<file path="src/rtl/ax301_segment_scanner.sv">
// AX301 six-digit common-anode 7-segment scanner with frame-synchronous
// double-buffered updates and an anti-ghosting blank window per digit slot.
package ax301_peripherals_pkg;
   typedef struct packed {
      logic [7:0] segment;
      logic [5:0] sel;
   } ax301_segment_ctrl;
endpackage

module ax301_segment_scanner #(
   parameter int CLK_FREQ_HZ  = 50_000_000,
   parameter int SCAN_FREQ_HZ = 1_000,
   parameter int BLANK_CYCLES = 2
) (
   input  logic                                    clk,
   input  logic                                    nrst,
   input  logic                                    enable,
   input  logic                                    wr_en,
   input  logic [23:0]                             wr_data,
   input  logic [5:0]                              wr_dp,
   input  logic [5:0]                              wr_blank,
   output ax301_peripherals_pkg::ax301_segment_ctrl seg_ctrl,
   output logic                                    frame_done,
   output logic                                    update_pending
);

   localparam int DIV = CLK_FREQ_HZ / SCAN_FREQ_HZ;
   localparam int CW  = (DIV > 1) ? $clog2(DIV) : 1;
   localparam logic [CW-1:0] DIV_LAST  = CW'(DIV - 1);
   localparam logic [CW-1:0] BLANK_END = CW'(BLANK_CYCLES);

   generate
      if (DIV < 4) begin : g_div_too_small
         $error("ax301_segment_scanner: CLK_FREQ_HZ/SCAN_FREQ_HZ must be >= 4");
      end
      if (BLANK_CYCLES >= DIV) begin : g_blank_too_long
         $error("ax301_segment_scanner: BLANK_CYCLES must be < DIV");
      end
   endgenerate

   function automatic logic [6:0] hex7(input logic [3:0] v);
      case (v)
         4'h0:    hex7 = 7'h40;
         4'h1:    hex7 = 7'h79;
         4'h2:    hex7 = 7'h24;
         4'h3:    hex7 = 7'h30;
         4'h4:    hex7 = 7'h19;
         4'h5:    hex7 = 7'h12;
         4'h6:    hex7 = 7'h02;
         4'h7:    hex7 = 7'h78;
         4'h8:    hex7 = 7'h00;
         4'h9:    hex7 = 7'h10;
         4'hA:    hex7 = 7'h08;
         4'hB:    hex7 = 7'h03;
         4'hC:    hex7 = 7'h46;
         4'hD:    hex7 = 7'h21;
         4'hE:    hex7 = 7'h06;
         4'hF:    hex7 = 7'h0E;
         default: hex7 = 7'h7F;
      endcase
   endfunction

   logic [CW-1:0] div_q, div_d;
   logic [2:0]    idx_q, idx_d;
   logic [23:0]   act_data_q, act_data_d, sh_data_q, sh_data_d;
   logic [5:0]    act_dp_q, act_dp_d, sh_dp_q, sh_dp_d;
   logic [5:0]    act_blank_q, act_blank_d, sh_blank_q, sh_blank_d;
   logic          pend_q, pend_d;
   logic          frame_done_q;
   logic [7:0]    segment_q, segment_d;
   logic [5:0]    sel_q, sel_d;
   logic          tick, wrap, commit, dark;
   logic [3:0]    nib;

   assign tick   = enable && (div_q == DIV_LAST);
   assign wrap   = tick && (idx_q == 3'd5);
   // While dark there is no frame to protect, so a pending write lands at once.
   assign commit = pend_q && (wrap || !enable);

   // Slot divider and digit index next state.
   always_comb begin
      div_d = '0;
      idx_d = 3'd0;
      if (!enable) begin
         div_d = '0;
         idx_d = 3'd0;
      end else if (tick) begin
         div_d = '0;
         idx_d = (idx_q == 3'd5) ? 3'd0 : idx_q + 3'd1;
      end else begin
         div_d = div_q + CW'(1);
         idx_d = idx_q;
      end
   end

   // Shadow capture and frame-boundary commit; a write on the commit edge stays pending.
   always_comb begin
      sh_data_d   = sh_data_q;
      sh_dp_d     = sh_dp_q;
      sh_blank_d  = sh_blank_q;
      act_data_d  = act_data_q;
      act_dp_d    = act_dp_q;
      act_blank_d = act_blank_q;
      pend_d      = pend_q;
      if (commit) begin
         act_data_d  = sh_data_q;
         act_dp_d    = sh_dp_q;
         act_blank_d = sh_blank_q;
         pend_d      = 1'b0;
      end else begin
         pend_d      = pend_q;
      end
      if (wr_en) begin
         sh_data_d  = wr_data;
         sh_dp_d    = wr_dp;
         sh_blank_d = wr_blank;
         pend_d     = 1'b1;
      end else begin
         sh_data_d  = sh_data_q;
      end
   end

   // Pin values for the current slot, registered on the next edge.
   always_comb begin
      case (idx_q)
         3'd0:    nib = act_data_q[3:0];
         3'd1:    nib = act_data_q[7:4];
         3'd2:    nib = act_data_q[11:8];
         3'd3:    nib = act_data_q[15:12];
         3'd4:    nib = act_data_q[19:16];
         3'd5:    nib = act_data_q[23:20];
         default: nib = 4'h0;
      endcase
      dark = !enable || (div_q < BLANK_END) || act_blank_q[idx_q];
      if (dark) begin
         segment_d = 8'hFF;
         sel_d     = 6'h3F;
      end else begin
         segment_d = {~act_dp_q[idx_q], hex7(nib)};
         sel_d     = ~(6'd1 << idx_q);
      end
   end

   // State and output registers.
   always_ff @(posedge clk or negedge nrst) begin
      if (!nrst) begin
         div_q        <= '0;
         idx_q        <= 3'd0;
         act_data_q   <= 24'h0;
         act_dp_q     <= 6'h0;
         act_blank_q  <= 6'h0;
         sh_data_q    <= 24'h0;
         sh_dp_q      <= 6'h0;
         sh_blank_q   <= 6'h0;
         pend_q       <= 1'b0;
         frame_done_q <= 1'b0;
         segment_q    <= 8'hFF;
         sel_q        <= 6'h3F;
      end else begin
         div_q        <= div_d;
         idx_q        <= idx_d;
         act_data_q   <= act_data_d;
         act_dp_q     <= act_dp_d;
         act_blank_q  <= act_blank_d;
         sh_data_q    <= sh_data_d;
         sh_dp_q      <= sh_dp_d;
         sh_blank_q   <= sh_blank_d;
         pend_q       <= pend_d;
         frame_done_q <= wrap;
         segment_q    <= segment_d;
         sel_q        <= sel_d;
      end
   end

   assign seg_ctrl       = {segment_q, sel_q};
   assign frame_done     = frame_done_q;
   assign update_pending = pend_q;

endmodule

</file>
<file path="config.mk">
export PLATFORM = sky130hd
export DESIGN_NAME = ax301_segment_scanner
export DESIGN_NICKNAME = d
export VERILOG_FILES = /design/src/rtl/ax301_segment_scanner.sv
export SDC_FILE = /design/constraint.sdc
export NUM_CORES = 1
export LEC_CHECK = 0
export CAP_MARGIN = 10
export CORE_ASPECT_RATIO = 0.75
export CORE_MARGIN = 10
export CORE_UTILIZATION = 60
export DETAILED_ROUTE_END_ITERATION = 8
export PLACE_DENSITY = 0.89
export SYNTH_ARGS = -nofsm -noshare
export SYNTH_HDL_FRONTEND = slang
export SYNTH_SLANG_ARGS = --single-unit
</file>
<file path="constraint.sdc">
create_clock -name clk -period 5.45 [get_ports clk]
set_clock_uncertainty 0.2 [all_clocks]
set_input_delay 1.09 -clock clk [delete_from_list [all_inputs] [get_ports clk]]
set_output_delay 1.09 -clock clk [all_outputs]
set_load 0.01 [all_outputs]
</file>
### Word-level counts from Yosys, hierarchy flattened

Memories as Yosys holds them, arrays and structs flattened.
Index checks and enable logic that the tools add are counted.

* add/sub/neg operators: 2
* order comparisons: 2
* equality and inequality tests: 7
* shift-type cells: 1
* multiplexer cells: 14
* bitwise gates (word level): 2
* reduce and logical (&&, ||, !) cells: 9

Operators with widths (number)
* $mux 16: 2
* $pmux 4 s6: 1
* $add 16x1->16 const B: 1
* $eq 16x16->1 const B: 1
* $lt 16x2->1 const B: 1
* $mux 3: 3
* $mux 8: 1
* $bmux 1 s3: 2
* $eq 3x2->1 const B: 2
* $eq 3x3->1 const B: 2
* $mux 6: 1
* $not 6->6: 1
* $shl 1x3->6 const A: 1
* $lt 3x4->1 const B: 1
* $mux 1: 4
* $add 3x1->3 const B: 1
* $eq 3x1->1 const B: 1
* $logic_and 1x1->1: 3
* $logic_not 3->1: 1
* $logic_or 1x1->1: 3
* $ne 2x1->1 const B: 1
* $reduce_bool 2->1: 1
* $logic_not 1->1: 1
* $not 1->1: 1

* bits in registers: 107
* ROM bits: 112
* output and inout port bits: 16
* memories kept: 1

Memory list
* (name not given): depth 16, bits a word 7, rd ports 1, clocked after Yosys merged registers in 0, wr ports 0, RTL line 42 `case (v)`

### Depth between registers and ports, before layout

* word-level depth: 7
* gate-level depth with buffers: 11
* mapped depth without buffers: 9

### Worst setup path before layout

No wires, ideal clock.

* path kind: reg2reg
* from: register idx_q[0]
* to: register segment_q[3]
* data arrival time: 2736 ps
* required time: 5189 ps
* path slack: 2453 ps
* stages on the path, launching flop included: 11
* cells stage by stage: dfrtp_1 buf_4 clkbuf_1 and2_1 ha_1 and2_1 a2111oi_2 ha_1 inv_1 mux4_2 nand2_1

* longest elaborated chain between the ends: 4
* elaborated cells on any way between the ends: 12
* classes of those cells: eq/ne (5); mux (4); reduce/logical (2); memory (1)

Ends and longest elaborated chain
* start, declared: RTL line 64 `logic [2:0] idx_q, idx_d;`
* start signal, assigned: RTL line 161 `idx_q <= idx_d;`
* $eq 3x3->1, or another cell as far along: RTL line 125 `case (idx_q)`
* $pmux 4 s6 / $mux 1 (equally long branches): RTL line 125, 134
* $mem_v2 16x7 / $logic_or 1x1->1 (equally long branches)
* $mux 8 *: RTL line 135 `if (dark) begin`
* named net segment_d[3]: RTL line 70 `logic [7:0] segment_q, segment_d;`
* end signal, assigned: RTL line 170 `segment_q <= segment_d;`
* end, declared: RTL line 70

Mark *: on every way through the listed nets, which the timed path passes. The rest lies on a longest branch. The select of a mux whose other input is x is not followed.
A chain may end at the register's enable or synchronous reset.

### Worst setup path after layout

* from: register idx_q[0]
* to: register segment_q[4]

Same word-level chain as after synthesis.

==> metrics.cfg <==
[routing]
route.antenna.remaining_nets=0
routed_wirelength_um=10090
remaining_drc_errors=0
detailroute.via_count=3001
vias_per_cell=5.805
drt-initial-drc-count=275
drt-pass1-iter-count=6
wl_per_cell_um=19.52

[clocking]
tritoncts_num_sinks=107
clock_insertion_delay_worst_skew_ns=0.37
cts.hold.buffers_added=0
tritoncts.num_buffers=9
tritoncts=built
clock_tree.root_cell=sky130_fd_sc_hd__clkbuf_8
cts-root-to-sink-buffers=2
postCtsResizedCells=0
cts_setup_buffers=0
clk_transition_reported_paths_ns=0.11
htreeDepth=3

[timing]
final_period_minus_worst_setup_slack_ns=3.392
timing.final.crit_share=0.6225
finalSetupViolations=0
fmax_mhz=294.8
slew_viol_final=0
max_slew.worst_pin.slew_ns=0.8533
tns_ns=0
max_slew_margin=0.4299
rsz0062_at_grt=false
final_hold_vio_count=0
worst_hold_slack_ns=0.2951

[place]
portBuffers=55
routability_congestion=0.9117
numPlacedInstances=501
place.detailed.hpwl_um=7137

[worst_setup_path]
timing.critical_path.fanout_max=23
worst_path_cell_trace=and2_1, ha_1, and2_1, a2111oi_2, inv_1, ha_1, o21a_1, a21oi_1, o221ai_1
critical_path.max_stage_delay_ns=0.73
timing.critical_path.slowest_stage_cell=sky130_fd_sc_hd__a2111oi_2
worst-setup-path-type=reg2reg
cp-end-kind=flop
cp_data_arrival_time_ns=3.45
worst_ep_required_time_ns=5.51
setup.worst_path.start_class=flop

[synth]
synth_enable_flop_cells=0
async_s_r_ff_share_synth=1.000
synth.yosys.seq_area_share=0.5710
synthFlopType=sky130_fd_sc_hd__dfrtp_1
post_synth_inst_count=360
syn_area_per_cell_sq_um=13.11
yosys.cell_types.count=49
synth_seq_cells=107
yosysWarningCount=0
syn_nets=408
netlist_area_sq_mm=0.004720

[power]
report.power.total_mw=1.658
peakVddDrop_mv=0.1872
leakagePower_nw=2.300
pwr_density_cell_mw_per_mm2=300.8

[cells_and_area]
post_route_cells_drive_above_1_share=0.2284
layout_commonest_cell=sky130_fd_sc_hd__dfrtp_1
utilization=0.7349
syn2layout_area_growth_pct=16.78
layout_common_cells=93 x sky130_fd_sc_hd__dfrtp_1, 54 x sky130_fd_sc_hd__mux2_2, 54 x sky130_fd_sc_hd__clkdlybuf4s50_1, 23 x sky130_fd_sc_hd__nor2_1, 19 x sky130_fd_sc_hd__mux2_1
n_antenna_cell=0
finalNetCount=459
stdcell_count=517

[die]
rows=27
ioPinCount=56
placeableCoreArea_sq_mm=0.007500
dieArea_sq_mm=0.01185
dieHeight_um=96.81
floorplan.die.width_um=122.4
initial_utilization=0.6293

[min_path]
timing.hold.worst.class=reg2reg

[global_routing]
groute.usage.overall=0.1773
antenna_found_initial=0
vias_in_the_first_global_route=3186
largest_net_degree_at_the_start_of_global_routing=61
first_pass_grt_wire_length_um=16960
overflow=0

[flow_run]
timing.max_cap.violations=0

[run_status]
status=complete, no violations

-- path summary, 6_finish.rpt --
kind,from,to,slack (ns),cells after the start
setup / recovery,idx_q[0],segment_q[4],2.06,9
hold / removal,div_q[0],div_q[0],0.30,1
setup reg to reg,idx_q[0],segment_q[4],2.06,9
hold reg to reg,div_q[0],div_q[0],0.30,1
max in group asynchronous,nrst,div_q[2],3.40,2
min in group asynchronous,nrst,act_blank_q[0],0.58,1
-- area by class of cell --
class	instances	area, sq um
clock inverter	6	57.56
inverter	8	30.03
sequential	107	2695
timing repair buffer	58	570.5
fill	519	1988
clock buffer	10	127.6
multi-input combinational	227	1904
tap	101	126.4
-- registers in the layout (all words and copies together) (netlist names) --
signal	flops
frame_done	1
div_q	16
idx_q	3
act_data_q	24
act_dp_q	6
sh_blank_q	6
update_pending	1
sel_q	6
segment_q	8
act_blank_q	6
sh_dp_q	6
sh_data_q	24
-- synthesized netlist by cell type (all sizes together), types with 7 or more instances --
cell | number | area share
ha | 8 | 0.021
dfstp | 14 | 0.078
dfrtp | 93 | 0.49
inv | 8 | 0.0064
mux2i | 7 | 0.015
nor2 | 23 | 0.018
mux2 | 73 | 0.17
nand3 | 10 | 0.011
clkbuf | 9 | 0.0072
nand2 | 17 | 0.014
xor2 | 9 | 0.017
buf | 9 | 0.012
-- where the power goes --
group	internal (mW)	total, mW	switching (mW)
sequential	0.884	0.942	0.0580
clock	0.177	0.461	0.284
combinational	0.138	0.255	0.118
total	1.20	1.66	0.459
-- cells by family after synthesis --
family / Yosys count / synth area share
compound gates: 28 / 0.04852
xor+xnor: 15 / 0.02784
fa+ha+maj: 8 / 0.02121
buf+inv: 26 / 0.02545
flops: 107 / 0.5710
mux: 83 / 0.2033
simple gates: 93 / 0.1026
-- critical path, delay by kind of cell (launching register included) --
family,cells,cell delay [ns]
buffers and inverters,1,0.21
adders and majority gates,2,0.52
DFF,1,0.67
and+or+nand+nor,2,0.49
AOI/OAI and AO/OA,4,1.20
-- metrics by stage --
| step | instance area, sq um | worst slack [ns] |
|---|---|---|
| global route | 5512 | 1.828 |
| CTS | 5512 | 2.083 |
| finish | 5512 | 2.058 |
| detailed placement | 5326 | 2.121 |
| floorplan | 4720 | 2.453 |
| global placement | 5326 | 2.207 |
-- routing by layer --
metal	vias up	global-route usage	wire, um
li1	1377	-	-
met1	1512	0.2434	4600
met2	101	0.2697	4630
met3	11	0.04983	736
met4	0	0.04578	123
met5	-	0	0
Note: power is estimated with default switching activity, not from simulation.
